[src/rtl/uart_rx_phy_pkg.sv]
// uart_rx_phy_pkg
//   Shared definitions for the UART receive PHY: FSM state encoding and
//   8N1 frame constants. Imported by uart_rx_sync and uart_rx_phy.
//   Optional feature macro used by this slice: UART_RX_PHY_GLITCHFILTER_EN.
package uart_rx_phy_pkg;

  typedef enum logic [2:0] {
    IDLE  = 3'd0,
    START = 3'd1,
    DATA  = 3'd2,
    STOP  = 3'd3,
    BREAK = 3'd4
  } rx_state_e;

  localparam int unsigned DATABITS = 8;
  localparam int unsigned STOPBITS = 1;
  localparam int unsigned BITIDX_W = $clog2(DATABITS);

endpackage

[src/rtl/uart_rx_sync.sv]
// uart_rx_sync
//   Brings the asynchronous serial line into clk_i and produces the single
//   decision signal the receive FSM acts on.
//   Macro UART_RX_PHY_GLITCHFILTER_EN: when defined, a majority vote over a
//   3-tap shift chain (synchronizer output plus two delayed copies) replaces
//   the raw synchronizer output. This adds one cycle of latency and rejects
//   single-cycle pulses on the line.
// Ports:
//   clk_i  - clock, rising edge
//   rst_i  - synchronous active-high reset; all flops reset to 1 (line idle)
//   rx_i   - asynchronous serial line
//   rx_o   - synchronised (optionally filtered) decision signal
module uart_rx_sync
  import uart_rx_phy_pkg::*;
(
  input  logic clk_i,
  input  logic rst_i,
  input  logic rx_i,
  output logic rx_o
);

  logic [1:0] sync_q;

  always_ff @(posedge clk_i) begin
    if (rst_i) begin
      sync_q <= 2'b11;
    end else begin
      sync_q <= {sync_q[0], rx_i};
    end
  end

`ifdef UART_RX_PHY_GLITCHFILTER_EN
  // Taps are sync_q[1] and its two delayed copies, so a level change wins
  // the vote one cycle after it leaves the synchronizer.
  logic [1:0] dly_q;
  logic [2:0] taps;

  always_ff @(posedge clk_i) begin
    if (rst_i) begin
      dly_q <= 2'b11;
    end else begin
      dly_q <= {dly_q[0], sync_q[1]};
    end
  end

  assign taps = {dly_q, sync_q[1]};
  assign rx_o = (taps[0] & taps[1]) | (taps[1] & taps[2]) | (taps[0] & taps[2]);
`else
  assign rx_o = sync_q[1];
`endif

endmodule

[src/rtl/uart_rx_phy.sv]
// uart_rx_phy
//   Serial receive PHY: recovers 8N1 frames from the line and pushes each
//   byte into a downstream first-word-fall-through FIFO.
//   Macro UART_RX_PHY_GLITCHFILTER_EN (see uart_rx_sync) adds a majority
//   filter and one cycle of latency; default build uses the plain
//   2-flop synchronizer.
// Ports:
//   clk_i               - clock, rising edge
//   rst_i               - synchronous active-high reset
//   clockcyclesperbit_i - clock cycles per bit C, legal 2..LIMIT-1,
//                         latched at start-bit detection
//   rx_i                - asynchronous serial line, idle high
//   push_o              - one-cycle strobe, data_o valid
//   data_o              - received byte, held until next push
//   full_i              - downstream FIFO full, sampled at stop-bit sample
//   frmerr_o            - one-cycle pulse on framing error
//   ovrrun_o            - one-cycle pulse when a byte is dropped (full_i)
//
// state | meaning
// IDLE  | line idle, waiting for rx_s low
// START | counting to the middle of the start bit, then validating it
// DATA  | sampling 8 data bits LSB-first at bit centres
// STOP  | waiting for the stop-bit centre, then push / overrun / frmerr
// BREAK | line held low after a framing error, waiting for it to go high
module uart_rx_phy
  import uart_rx_phy_pkg::*;
#(
  parameter int unsigned CLOCKCYCLESPERBITLIMIT = 2
) (
  input  logic                                      clk_i,
  input  logic                                      rst_i,
  input  logic [$clog2(CLOCKCYCLESPERBITLIMIT)-1:0] clockcyclesperbit_i,
  input  logic                                      rx_i,
  output logic                                      push_o,
  output logic [7:0]                                data_o,
  input  logic                                      full_i,
  output logic                                      frmerr_o,
  output logic                                      ovrrun_o
);

  localparam int unsigned CW = $clog2(CLOCKCYCLESPERBITLIMIT);
  localparam logic [CW-1:0]       CNT_ONE  = CW'(1);
  localparam logic [BITIDX_W-1:0] IDX_ONE  = BITIDX_W'(1);
  localparam logic [BITIDX_W-1:0] LAST_BIT = BITIDX_W'(DATABITS - 1);

  logic                rx_s;
  rx_state_e           state_q;
  logic [CW-1:0]       c_q;
  logic [CW-1:0]       cnt_q;
  logic [BITIDX_W-1:0] bitidx_q;
  logic [7:0]          shift_q;

  uart_rx_sync u_sync (
    .clk_i (clk_i),
    .rst_i (rst_i),
    .rx_i  (rx_i),
    .rx_o  (rx_s)
  );

  always_ff @(posedge clk_i) begin
    if (rst_i) begin
      state_q  <= IDLE;
      c_q      <= '0;
      cnt_q    <= '0;
      bitidx_q <= '0;
      shift_q  <= '0;
      data_o   <= 8'h00;
      push_o   <= 1'b0;
      frmerr_o <= 1'b0;
      ovrrun_o <= 1'b0;
    end else begin
      push_o   <= 1'b0;
      frmerr_o <= 1'b0;
      ovrrun_o <= 1'b0;

      case (state_q)
        IDLE: begin
          if (!rx_s) begin
            // C is frozen for the whole frame; half a bit reaches the
            // start-bit centre.
            c_q     <= clockcyclesperbit_i;
            cnt_q   <= (clockcyclesperbit_i >> 1) - CNT_ONE;
            state_q <= START;
          end
        end

        START: begin
          if (cnt_q != '0) begin
            cnt_q <= cnt_q - CNT_ONE;
          end else if (rx_s) begin
            state_q <= IDLE;
          end else begin
            cnt_q    <= c_q - CNT_ONE;
            bitidx_q <= '0;
            state_q  <= DATA;
          end
        end

        DATA: begin
          if (cnt_q != '0) begin
            cnt_q <= cnt_q - CNT_ONE;
          end else begin
            shift_q <= {rx_s, shift_q[7:1]};
            cnt_q   <= c_q - CNT_ONE;
            if (bitidx_q == LAST_BIT) begin
              state_q <= STOP;
            end else begin
              bitidx_q <= bitidx_q + IDX_ONE;
            end
          end
        end

        STOP: begin
          if (cnt_q != '0) begin
            cnt_q <= cnt_q - CNT_ONE;
          end else if (rx_s) begin
            // Returning to IDLE at the stop-bit centre leaves half a bit
            // of margin to catch a back-to-back start edge.
            if (full_i) begin
              ovrrun_o <= 1'b1;
            end else begin
              push_o <= 1'b1;
              data_o <= shift_q;
            end
            state_q <= IDLE;
          end else begin
            frmerr_o <= 1'b1;
            state_q  <= BREAK;
          end
        end

        BREAK: begin
          if (rx_s) begin
            state_q <= IDLE;
          end
        end

        default: state_q <= IDLE;
      endcase
    end
  end

endmodule

[config.mk]
export PLATFORM = sky130hd
export DESIGN_NAME = uart_rx_phy
export DESIGN_NICKNAME = d
export VERILOG_FILES = /design/src/rtl/uart_rx_phy_pkg.sv /design/src/rtl/uart_rx_sync.sv /design/src/rtl/uart_rx_phy.sv
export SDC_FILE = /design/constraint.sdc
export NUM_CORES = 1
export LEC_CHECK = 0
export BUFFER_PORTS_ARGS = -buffer_cell sky130_fd_sc_hd__buf_2
export CORE_MARGIN = 4
export CORE_UTILIZATION = 59
export DETAILED_ROUTE_END_ITERATION = 10
export GPL_TIMING_DRIVEN = 0
export HOLD_SLACK_MARGIN = 0.1
export PLACE_DENSITY = 0.83
export SLEW_MARGIN = 15
export SYNTH_ARGS = -nofsm -noshare
export SYNTH_HDL_FRONTEND = slang
export SYNTH_HIERARCHICAL = 1
export SYNTH_SLANG_ARGS = --single-unit
[constraint.sdc]
create_clock -name clk_i -period 2.4 [get_ports clk_i]
set_input_delay 0.36 -clock clk_i [delete_from_list [all_inputs] [get_ports clk_i]]
set_output_delay 0.36 -clock clk_i [all_outputs]
set_load 0.02 [all_outputs]
## Word level (Yosys, flattened, before mapping)

Cells that the tools add are included.

- Bitwise operators: 4
- Muxes and demuxes: 23
- Reduce and logical (&&, ||, !) cells: 11
- Add/subtract/negate cells: 3
- Equal/unequal tests: 13

Operators with widths:

| cell | count |
|---|---|
| $mux 3 | 11 |
| $pmux 3 s5 | 1 |
| $ne 2x2->1 const B | 7 |
| $mux 1 | 8 |
| $eq 3x2->1 const B | 2 |
| $eq 3x3->1 const B | 2 |
| $pmux 3 s2 | 1 |
| $reduce_and 2->1 | 3 |
| $reduce_and 6->1 | 1 |
| $reduce_and 5->1 | 1 |
| $not 1->1 | 4 |
| $pmux 1 s4 | 1 |
| $reduce_and 4->1 | 1 |
| $reduce_bool 4->1 | 1 |
| $reduce_or 4->1 | 1 |
| $add 3x1->3 const B | 1 |
| $eq 3x1->1 const B | 1 |
| $logic_not 3->1 | 1 |
| $reduce_or 3->1 | 1 |
| $mux 2 | 1 |
| $ne 2x1->1 const B | 1 |
| $reduce_bool 2->1 | 1 |
| $sub 1x1->1 const B | 2 |

- Bits in registers: 29
- Output and inout port bits: 11

## Longest topological paths before layout

- Depth in word-level cells: 4
- Depth in mapped cells: 5
- Depth with buffers taken out: 5

## Cells and area by module

The synthesis kept the hierarchy.

Modules (own cells, without submodules):

| module | cells each | area an instance (um^2) | times used | seq. area each (um^2) |
|---|---|---|---|---|
| uart_rx_phy | 133 | 1,171.1 | 1 | 540.5 |
| uart_rx_sync | 4 | 52.6 | 1 | 40.0 |

## Worst setup path after synthesis

OpenSTA, ideal clock, no wires.

- Path kind: reg-to-reg
- From: reg cnt_q
- To: reg shift_q[0]
- Buffers on the path: 2
- Data arrival time: 1.175 ns
- Path slack: 1.097 ns
- Cell stages (with the launch flop): 6
- Required time: 2.271 ns
- Setup time: 0.129 ns
- Path through: dfxtp_1 buf_6 or4b_4 buf_6 nand2_1 a21oi_1

- Cells in the longest elaborated chain, start to end: 2

Ends and longest elaborated chain:

| element | RTL line | source |
|---|---|---|
| start, declared | uart_rx_phy.sv:49 | `logic [CW-1:0] cnt_q;` |
| start signal, assigned | uart_rx_phy.sv:82 | `cnt_q <= (clockcyclesperbit_i >> 1) - CNT_ONE;` |
| start signal, assigned | uart_rx_phy.sv:89 | `cnt_q <= cnt_q - CNT_ONE;` |
| start signal, assigned | uart_rx_phy.sv:93 | `cnt_q <= c_q - CNT_ONE;` |
| $not 1->1 (no source line) | n/a |  |
| $reduce_and 2->1 (no source line) | n/a |  |
| end signal, assigned | uart_rx_phy.sv:103 | `shift_q <= {rx_s, shift_q[7:1]};` |
| end, declared | uart_rx_phy.sv:51 | `logic [7:0] shift_q;` |

Every way passes these cells.
A chain may end at the register's enable or synchronous reset.

## Final worst setup path

- From: reg state_q[2]
- To: reg bitidx_q[0]

- Cells in the longest elaborated chain, start to end: 3

Ends and longest elaborated chain:

| element | RTL line | source |
|---|---|---|
| start, declared | uart_rx_phy.sv:47 | `rx_state_e state_q;` |
| start signal, assigned | uart_rx_phy.sv:62 | `state_q <= IDLE;` |
| start signal, assigned | uart_rx_phy.sv:83 | `state_q <= START;` |
| start signal, assigned | uart_rx_phy.sv:91 | `state_q <= IDLE;` |
| $eq 3x1->1 or $eq 3x2->1 (tied branches) | uart_rx_phy.sv:76 | `case (state_q)` |
| $ne 2x2->1 (no source line) or $reduce_bool 2->1 (tied branches) | n/a |  |
| $reduce_and 5->1 (no source line) | n/a |  |
| end signal, assigned | uart_rx_phy.sv:108 | `bitidx_q <= bitidx_q + IDX_ONE;` |
| end, declared | uart_rx_phy.sv:50 | `logic [BITIDX_W-1:0] bitidx_q;` |

Several ways; a longest one is shown, not always the timed one.

==> impl_metrics.csv <==
group,metric,value,unit
yosys,yosys.area.top_type_share,47.4,%
floorplan,ioPinCount,16,
finish,fillers,175,
placed_design,pre_cts_slack,0.995,ns
power_and_ir_drop,p_comb_share,6.4,%
placed_design,placed_area,1330,um^2
global_route,grt-ovfl-total,0,
global_route,grt_use_total,20.5,%
placed_design,portBuffers,15,
clock_network,tritoncts,"yes",
finish,area_delta_synth_final,13.4,%
worst_setup_path,r2r_start,"state_q[2]",
power_and_ir_drop,seq_power_share,58.9,%
sta,fin_tns_setup,0,ns
yosys,synth-seq-cells,29,
clock_network,root_buffer,"clkbuf_4",
worst_setup_path,rr_endpoint,"bitidx_q[0]",
yosys,yosysUniqueCellTypes,30,
sta,whs,0.216,ns
clock_network,hold_buffers,0,
power_and_ir_drop,p_clk_share,34.7,%
floorplan,die_h,53.5,um
yosys,synth.avg_cell_area,8.93,um^2
clock_network,clock_path_buffers,2,
global_route,grt_pass1_vias,915,
power_and_ir_drop,p_int,0.000646,W
floorplan,fp.coreArea,1960,um^2
sta,max_freq,703,MHz
sta,rsz0062_at_grt,"false",
floorplan,start_util,62.4,%
detailed_routing,drt-vias-per-instance,5.43,
power_and_ir_drop,p_per_area,599,nW/um^2
finish,final_nets,166,
worst_setup_path,rr_worst_depth,4,
clock_network,clk_pin_slew_worst_paths,0.08,ns
clock_network,ctsResizeCount,0,
worst_setup_path,end_kind,"flip-flop",
yosys,synthCells,137,
worst_setup_path,crit_path_max_fanout,10,
detailed_routing,first_pass_iters,4,
worst_setup_path,regToRegSetupSlack,0.98,ns
yosys,ys_seq_area_share,47.4,%
flow_run,maxCapViolCount,0,
sta,drv_slew,0,
floorplan,die_width,53.5,um
clock_network,cts_made_buffers,5,
power_and_ir_drop,switching_share,22.3,%
yosys,yosysWarnings,6,
detailed_routing,drc,0,
yosys,synthesis.area,1220,um^2
floorplan,die_area,2870,um^2
clock_network,clk-insertion-delay-late,0.32,ns
clock_network,cts_sinks,29,
min_path,holdPathEnd,"u_sync/sync_q[0]",
power_and_ir_drop,p_switching,0.000185,W
finish,layout.core_utilization,70.7,%
min_path,hp-class,"input port to flip-flop",
power_and_ir_drop,p_leak,0.555,nW
worst_setup_path,required,2.65,ns
sta,layout_setup_ws,0.978,ns
global_route,antenna_found_initial,0,
yosys,synth_area_leader_cell,"dfxtp_1",
min_path,hp-start,"rx_i",
placed_design,dp_hpwl,1720,um
sta,clock_skew,0.00553,ns
floorplan,num_rows,16,
sta,finalSetupViolCount,0,
yosys,synth_area_leaders,"dfxtp_1 47%, a21oi_1 7.4%, nand2_1 6.4%",
global_route,grt_pass1_wl,4100,um
worst_setup_path,cp-start-kind,"flip-flop",
worst_setup_path,critPathKind,"flip-flop to flip-flop",
sta,relSlewSlack,59.3,%
yosys,syn-num-nets,144,
sta,period_minus_slack,1.42,ns
detailed_routing,routedWlPerCell,12.9,um
finish,insertedDiodeCount,0,
sta,final_hold_viol_count,0,
placed_design,gp_congestion,0.769,
detailed_routing,ant_nets,0,
clock_network,post_cts_buffers,0,
sta,finalCritPeriodShare,59.2,%
finish,final_area,1390,um^2
clock_network,htreeDepth,2,
power_and_ir_drop,vdd_ir_drop_max,0.000430,V
min_path,holdPathStages,2,
detailed_routing,drt_wl_total,2410,um
status,status,"complete, no violations",
detailed_routing,routed-via-count,1010,
sta,tightest_slew,0.602,ns
finish,drive_gt1_share,20.1,%
global_route,grt_max_degree,11,
worst_setup_path,crit_arrival,1.67,ns
detailed_routing,drtIter0Drc,24,
cells in the mapped netlist (all sizes together):
cell         count
or4b             1
ha               2
a311oi           1
mux2i            5
nor3b            3
nor2             6
nand3            9
nor4b            2
inv              3
nand2           21
nor2b            1
o311a            1
nand4bb          1
dfxtp           29
and4bb           1
buf              7
or2              2
or3              1
a21oi           18
clkbuf           2
dlygate4sd1      2
o21ai           10
nor4             2
nand2b           2
nor3             4
and2b            1
flip-flops by register name, indices dropped and copies added, names as in the netlist:
name and count:
frmerr_o 1, data_o 8, bitidx_q 3, ovrrun_o 1
shift_q 8, push_o 1, c_q 1, state_q 3
u_sync/sync_q 2, cnt_q 1
through the flow:
stage	power, W	instances
after global placement	0.000551	179
after global routing	0.000871	186
after detailed placement	0.000553	179
after CTS	0.000839	186
final	0.000831	186
after floorplan	0.000539	137
power groups by stage:
stage,logic (W),registers [W],clock network (W)
after floorplan,0.0000400,0.000499,0
after global placement,0.0000511,0.000500,0
after detailed placement,0.0000528,0.000501,0
after CTS,0.0000532,0.000489,0.000297
after global routing,0.0000594,0.000490,0.000321
final,0.0000533,0.000489,0.000288
how the worst max path moves through the flow:
stage	start	to	slack [ns]
6_report	state_q[2]	bitidx_q[0]	0.98
5_1_grt	state_q[2]	bitidx_q[0]	0.81
4_1_cts	state_q[2]	bitidx_q[0]	0.97
3_5_place_dp	state_q[2]	bitidx_q[0]	1.0
3_3_place_gp	cnt_q	shift_q[5]	1.06
2_1_floorplan	cnt_q	shift_q[0]	1.10
cells by family after synthesis:
| logic type | synth area share, % |
|---|---|
| AO/OA/AOI/OAI | 13.0 |
| AND/OR/NAND/NOR | 26.0 |
| multiplexers | 4.09 |
| adder cells (fa/ha/maj) | 2.04 |
| buffers and inverters | 7.46 |
| flip-flops | 47.4 |
layout make-up:
cell class,count,area [um^2],area share (%)
plain buffers,11,80.1,5.77
clock buffers,7,55.1,3.97
inverters,3,11.3,0.812
multi-input cells,94,552,39.8
flip-flops and latches,29,581,41.8
well taps,27,33.8,2.43
repair buffers,15,75.1,5.41
per-layer routing:
layer | up-vias | wire [um] | global-route usage [%]
li1 | 517 | - | -
met1 | 456 | 1060 | 24.2
met2 | 33 | 1140 | 33.5
met3 | 4 | 178 | 8.31
met4 | 0 | 29 | 7.66
met5 | - | 0 | 0
worst max-delay path, cell delays in order (launching register included):
cell and delay, ns:
dfxtp_1 0.33, buf_2 0.19, nor4b_1 0.59, nand2b_1 0.11
mux2i_1 0.14
placed cells by master, fill, tap and decap left out, types with 3 or more instances in the layout:
master,n
nor2_1,6
nor3_1,4
clkbuf_1,3
nand2_1,21
a21oi_1,18
buf_2,17
dfxtp_1,29
nand3_1,9
clkbuf_4,5
mux2i_1,5
buf_4,3
inv_1,3
nor3b_1,3
o21ai_0,8
No activity file was read; power rests on OpenSTA's default activity.
